### config.mk
export PLATFORM = sky130hd
export DESIGN_NAME = accum_cpu_ctrl
export DESIGN_NICKNAME = d
export VERILOG_FILES = /design/src/rtl/accum_cpu_ctrl_pkg.sv /design/src/rtl/mem_ack_watchdog.sv /design/src/rtl/accum_cpu_ctrl.sv
export SDC_FILE = /design/constraint.sdc
export NUM_CORES = 1
export LEC_CHECK = 0
export CAP_MARGIN = 20
export CORE_MARGIN = 4
export CORE_UTILIZATION = 25
export CTS_CLUSTER_SIZE = 20
export DETAILED_ROUTE_END_ITERATION = 12
export SLEW_MARGIN = 20
export SYNTH_ARGS = -nofsm -noshare
export SYNTH_HDL_FRONTEND = slang
export SYNTH_HIERARCHICAL = 1
export SYNTH_SLANG_ARGS = --single-unit
### constraint.sdc
create_clock -name clk -period 1.6 [get_ports clk]
set_clock_uncertainty 0.05 [all_clocks]
set_input_delay 0.48 -clock clk [delete_from_list [all_inputs] [get_ports clk]]
set_output_delay 0.48 -clock clk [all_outputs]
set_load 0.02 [all_outputs]
### src/rtl/accum_cpu_ctrl_pkg.sv
// cpu_ctrl_pkg: shared state, opcode and ALU encodings for the accumulator CPU.
package cpu_ctrl_pkg;

    typedef enum logic [2:0] {
        IDLE,
        F_ADDR,
        F_MEM,
        DECODE,
        O_ADDR,
        O_MEM,
        HALT
    } state_t;

    localparam logic [2:0] OP_NOP = 3'b000;
    localparam logic [2:0] OP_LDA = 3'b001;
    localparam logic [2:0] OP_STA = 3'b010;
    localparam logic [2:0] OP_ADD = 3'b011;
    localparam logic [2:0] OP_SUB = 3'b100;
    localparam logic [2:0] OP_JMP = 3'b101;
    localparam logic [2:0] OP_JZ  = 3'b110;
    localparam logic [2:0] OP_HLT = 3'b111;

    localparam logic [1:0] ALU_PASS = 2'b00;
    localparam logic [1:0] ALU_ADD  = 2'b01;
    localparam logic [1:0] ALU_SUB  = 2'b10;

endpackage

### src/rtl/mem_ack_watchdog.sv
// mem_ack_watchdog: counts unacknowledged memory wait cycles and flags a timeout.
module mem_ack_watchdog #(
    parameter int TIMEOUT_CYCLES = 15
) (
    input  logic clk,
    input  logic rst,
    input  logic active,
    input  logic ack,
    output logic expire
);
    localparam int W = $clog2(TIMEOUT_CYCLES + 1);

    logic [W-1:0] count;

    // Idle cycles hold the count at zero, so it is clear on every entry to a memory state.
    always_ff @(posedge clk)
        count <= (rst || !active || ack) ? '0 : count + W'(1);

    assign expire = active && !ack && count == W'(TIMEOUT_CYCLES - 1);

endmodule

### src/rtl/accum_cpu_ctrl.sv
// accum_cpu_ctrl: fetch/decode/execute sequencer for the 8-bit accumulator CPU.
// Define MEM_TIMEOUT_EN to halt with a sticky fault when memory never acknowledges.
module accum_cpu_ctrl
    import cpu_ctrl_pkg::*;
#(
    parameter int TIMEOUT_CYCLES = 15
) (
    input  logic       clk,
    input  logic       rst,
    input  logic       start,
    input  logic [2:0] opcode,
    input  logic       acc_zero,
    input  logic       mem_ack,
    output logic       pc_load,
    output logic       pc_inc,
    output logic       ir_load,
    output logic       mar_load,
    output logic       mar_sel,
    output logic       acc_load,
    output logic       acc_sel,
    output logic [1:0] alu_op,
    output logic       mem_rd,
    output logic       mem_wr,
    output logic       halted,
    output logic       fault
);
    state_t state, next;
    logic   ack;
    logic   expire;

    // A reset cycle must never let an acknowledge turn into a load strobe.
    assign ack = mem_ack && !rst;

`ifdef MEM_TIMEOUT_EN
    logic fault_q;

    mem_ack_watchdog #(.TIMEOUT_CYCLES(TIMEOUT_CYCLES)) u_wd (
        .clk    (clk),
        .rst    (rst),
        .active (state == F_MEM || state == O_MEM),
        .ack    (ack),
        .expire (expire)
    );

    always_ff @(posedge clk)
        fault_q <= rst ? 1'b0 : fault_q | expire;

    assign fault = fault_q;
`else
    logic unused_cfg;

    assign unused_cfg = ^TIMEOUT_CYCLES;
    assign expire     = 1'b0;
    assign fault      = 1'b0;
`endif

    always_ff @(posedge clk)
        state <= rst ? IDLE : next;

    always_comb begin
        next     = state;
        pc_load  = 1'b0;
        pc_inc   = 1'b0;
        ir_load  = 1'b0;
        mar_load = 1'b0;
        mar_sel  = 1'b0;
        acc_load = 1'b0;
        acc_sel  = 1'b0;
        alu_op   = ALU_PASS;
        mem_rd   = 1'b0;
        mem_wr   = 1'b0;
        halted   = 1'b0;
        case (state)
            IDLE:    next = start ? F_ADDR : IDLE;
            F_ADDR: begin
                mar_load = 1'b1;
                next     = F_MEM;
            end
            F_MEM: begin
                mem_rd  = 1'b1;
                ir_load = ack;
                pc_inc  = ack;
                next    = ack ? DECODE : F_MEM;
            end
            DECODE: begin
                pc_load = opcode == OP_JMP || (opcode == OP_JZ && acc_zero);
                next    = opcode == OP_HLT ? HALT :
                          (opcode == OP_NOP || opcode == OP_JMP || opcode == OP_JZ) ? F_ADDR : O_ADDR;
            end
            O_ADDR: begin
                mar_load = 1'b1;
                mar_sel  = 1'b1;
                next     = O_MEM;
            end
            O_MEM: begin
                mem_wr   = opcode == OP_STA;
                mem_rd   = opcode != OP_STA;
                acc_load = ack && opcode != OP_STA;
                acc_sel  = ack && (opcode == OP_ADD || opcode == OP_SUB);
                alu_op   = !ack ? ALU_PASS : opcode == OP_ADD ? ALU_ADD :
                           opcode == OP_SUB ? ALU_SUB : ALU_PASS;
                next     = ack ? F_ADDR : O_MEM;
            end
            HALT:    halted = 1'b1;
            default: next = IDLE;
        endcase
        if (expire)
            next = HALT;
    end

endmodule
# Word level (Yosys, flattened, before mapping)
# Index checks and enable logic that the tools add are counted.
word_totals:
  elab_cells: 45
  out_inout_bits: 13
  ff_bits: 3
  input_bits: 8
op_classes:
  eq_ne: 13
  muxes: 19
  n_reduce_logical: 12
op_table:
  columns: ["operator", "n"]
  rows:
  - ["3-bit equality test, second input constant", 7]
  - ["3-bit case mux with 7 select lines", 1]
  - ["3-bit by 2-bit equality test with 1-bit output, second input constant", 4]
  - ["1-bit two-way mux", 10]
  - ["3-bit two-way mux", 3]
  - ["2-bit two-way mux", 4]
  - ["3-bit zero test", 2]
  - ["1-bit logical AND", 4]
  - ["1-bit logical OR", 4]
  - ["3-bit by 1-bit equality test with 1-bit output, second input constant", 1]
  - ["3-bit by 2-bit != test with 1-bit output, second input constant", 1]
  - ["1-bit case mux with 2 select lines", 1]
  - ["2-bit OR reduction", 1]
  - ["1-bit zero test", 1]

# Depth between registers and ports, before layout
# Gate-level depths: netlist of run 1.
depth:
  depth_word: 6
  depth_mapped: 5
  ltp_nobuf: 3

# Least setup slack after synthesis of run 1
# OpenSTA, ideal clock, no wires.
synth_path:
  path_kind: "input to output"
  startpoint: "input port mem_ack"
  endpoint: "output port pc_inc"
  path_slack_ns: -0.398
  arrival_time_ns: 1.468
  cell_stages: 3
  required_time_ns: 1.070
  path_buffers: 1
  path_cell_list: "nor2b_1 > nor3b_1 > buf_4"
synth_between:
  elab_chain_cells: 2
synth_lines:
  columns: ["element", "line_no", "source"]
  rows:
  - ["start: declaration", "accum_cpu_ctrl.sv:13", "input logic mem_ack,"]
  - ["1-bit logical AND", "accum_cpu_ctrl.sv:32", "assign ack = mem_ack && !rst;"]
  - ["1-bit two-way mux", null, null]
  - ["end: declaration", "accum_cpu_ctrl.sv:15", "output logic pc_inc,"]
# Every way passes these cells.

# Final worst setup path of run 1
layout_path:
  startpoint: "register state[1]"
  endpoint: "output port acc_sel"
layout_between:
  elab_chain_cells: 2
layout_lines:
  columns: ["element", "line_no", "source"]
  rows:
  - ["start: declaration", "accum_cpu_ctrl.sv:27", "state_t state, next;"]
  - ["start signal: assignment", "accum_cpu_ctrl.sv:58", "state <= rst ? IDLE : next;"]
  - ["3-bit equality test", "accum_cpu_ctrl.sv:73", "case (state)"]
  - ["1-bit two-way mux", "accum_cpu_ctrl.sv:73", null]
  - ["end: declaration", "accum_cpu_ctrl.sv:20", "output logic acc_sel,"]
# Every way passes these cells.

==> out/results.ini, run 1 <==
[routing]
route.detailed.drc = 0
avgViaCountPerCell = 4.91
dr_total_vias = 506
first_pass_iters = 2
met1_length_um = 503
dr_wl_met3_um = 82
top_layer = met4
drtAntennaViolNets = 0
drtIter0Drc = 3
wl_um = 1240
wl_met2_um = 645
drt-wirelength-per-cell_um = 12.1

[worst_setup_path]
timing.critical_path.from = state[1]
crit_cells = 4
timing.rr.end = state[0]
cp_slowest_stage_delay_ns = 0.45
crit_buf_inv = 1
path_delay_family = simple AND/OR/NAND/NOR gates
crit_type = reg -> out
cp-start-kind = flop
r2r_start = state[0]
r2r_slack_ns = 0.29
cp-endpoint = acc_sel
crit_path_cell_trace = nand3b_4, or3b_4, a21oi_4, buf_6
worst_r2r_path_depth = 5
required_ns = 1.07
endpoint_kind = primary output
worstPathArrival_ns = 1.41
slowest_stage = or3b_4
path_max_fanout = 4

[sta]
hold_violations = 0
tns_ns = -2.45
fmax_mhz = 516
layout_setup_ws_ns = -0.340
fin_crit_sh_pct = 121
setup_viol = 12
drv_slew = 0
final.min_clock_period_ns = 1.94
grt_setup_unrepaired = yes

[grt]
first_global_vias = 466
grt.total_usage_pct = 13.0
grt_pass1_wl_um = 2060
grt_max_degree = 13
antenna_found_initial = 0
gr-total-overflow = 0

[place]
dp.cells = 88
io_buffers = 19
hpwl_um = 802
place_ws_ns = -1.08
gp_congestion = 0.690

[logic_synthesis]
synth_nets = 59
synth-edff-count = 0
yosysTopAreaCellShare_pct = 15.4
synth-compound-area-share_pct = 19.9
synthTopCellsByArea = dfxtp_1 15%, nand3b_1 9.6%, nor3b_1 7.7%
synth_warnings = 6
synthAdderAreaFrac_pct = 0
synthMuxAreaShare_pct = 0
yosysTopAreaCell = dfxtp_1
synthArstFlopShare_pct = 0
syn_area_sq_um = 389
synth_top_family_by_area = simple AND/OR/NAND/NOR gates
synth_ff_type = dfxtp_1
ys_types = 30
yosysMostFrequentCell = nand3b_1
synth-simple-area-share_pct = 44.1
synth_common_cells = 5 x nand3b_1, 4 x nor2_1, 4 x nor3b_1
synthCells = 51
synth_seq_area_share_pct = 15.4
avgSynthCellArea_sq_um = 7.63
synth_xor_area_share_pct = 4.50
ys_seq_elements = 3

[floorplan]
die_h_um = 47.5
rows = 13
ioPinCount = 21
core_area_sq_um = 1380
initial_utilization_pct = 28.1
fp.dieW_um = 47.5
die-area_sq_um = 2250

[run]
maxCapViolations = 0

[cells_and_area]
seqCellArea_sq_um = 66.3
fin_cells = 103
drive_gt1_share_pct = 70.5
fin_nets = 97
final.fill_count = 115
largest_reg_flops = 3
multi_input_area_sq_um = 368
diodes = 0
largestRegisters = state x3
final_core_util_pct = 62.2
top_register = state
area_growth_pct = 121

[clocking]
htree_num_levels = 1
cts.path.max_buffers = 2
clock-root-buffer = clkbuf_4
numCtsBuffers = 3
cts_tree = built
clk_pin_slew_ns = 0.04
cts-hold-fix-buffers = 0
clk_latency_ns = 0.24
cts_num_sinks = 3

[run_status]
outcome = finished with violations
violations = negative setup slack

[power_and_ir_drop]
comb_power_share_pct = 43.5
powerDensity_nw_per_um2 = 470
power.switching_uw = 133
ir_drop_mv = 0.224
clock_power_share_pct = 35.0
fin_total_pwr_uw = 404
p_int_uw = 271
swShare_pct = 32.9
p_leak_uw = 0.000404
seqPwrFrac_pct = 21.5

[hold_path]
hold_class = reg -> reg

[worst min path at each step]
stage | from | to | slack (ns) | depth (start not counted)
global route | state[2] | state[2] | 0.57 | 3
finish | state[2] | state[2] | 0.56 | 3
global placement | state[1] | state[0] | 0.57 | 2
CTS | state[2] | state[2] | 0.55 | 3
floorplan | rst | state[1] | 0.50 | 1
detailed placement | state[1] | state[0] | 0.57 | 2
[layer usage]
| metal | vias to the layer above | track usage [%] |
|---|---|---|
| met5 | - | 0 |
| met1 | 236 | 15.2 |
| li1 | 253 | - |
| met3 | 2 | 5.26 |
| met2 | 15 | 21.9 |
| met4 | 0 | 3.31 |
[final cells by class]
cell class,count,share of cell area [%]
well taps,15,2.18
flip-flops and latches,3,7.71
inverters,2,1.16
repair buffers,41,43.1
clock buffers,4,3.06
multi-input cells,38,42.8
[stage by stage]
stage	instance area, sq um	hold slack (ns)
final	860	0.558
after CTS	802	0.552
after global routing	860	0.572
after global placement	686	0.571
after detailed placement	686	0.573
after floorplan	480	0.499
[power groups by stage]
stage	logic, uW	clock network, uW	registers [uW]
final	176	142	86.8
after floorplan	94.6	0	85.6
after global routing	191	156	87.8
after CTS	156	146	87.0
after global placement	139	0	86.9
after detailed placement	140	0	87.0
[logic make-up after synthesis]
logic type,Yosys count
AOI/OAI and AO/OA,11
xor gates and xnor gates,2
buffers and inverters,10
DFF,3
other,1
and+or+nand+nor,24
[repair_timing]
item | 4_1_cts | 5_1_grt
buffers inserted | 8 | 3
pin swaps | 6 | 5
endpoints found under the setup margin | 14 | 12
gates resized for setup | 107 | 9
[cells in the final DEF (no fill, tap or decap), drive strengths merged, types with 2 or more instances in the layout]
master and count:
a21oi 3, nand3b 6, inv 2, clkbuf 4, buf 39, nor2 4
dfxtp 3, nand2 2, and3 2, o21ai 2, nor3b 4
[tightest hold or removal path: stages, from the launching register on]
cell     delay, ns
dfxtp_2       0.33
buf_6         0.14
nand2_1       0.05
a21oi_1       0.05
No activity file was read; power rests on OpenSTA's default activity.
==> run 2: changes to the inputs <==
--- a/config.mk
+++ b/config.mk
@@ -5,6 +5,7 @@
 export SDC_FILE = /design/constraint.sdc
 export NUM_CORES = 1
 export LEC_CHECK = 0
+export ABC_CLOCK_PERIOD_IN_PS = 1600
 export CAP_MARGIN = 20
 export CORE_MARGIN = 4
 export CORE_UTILIZATION = 25
==> results of run 2 <==
Same layout as run 1: the final DEF is identical, and so are final timing and power.
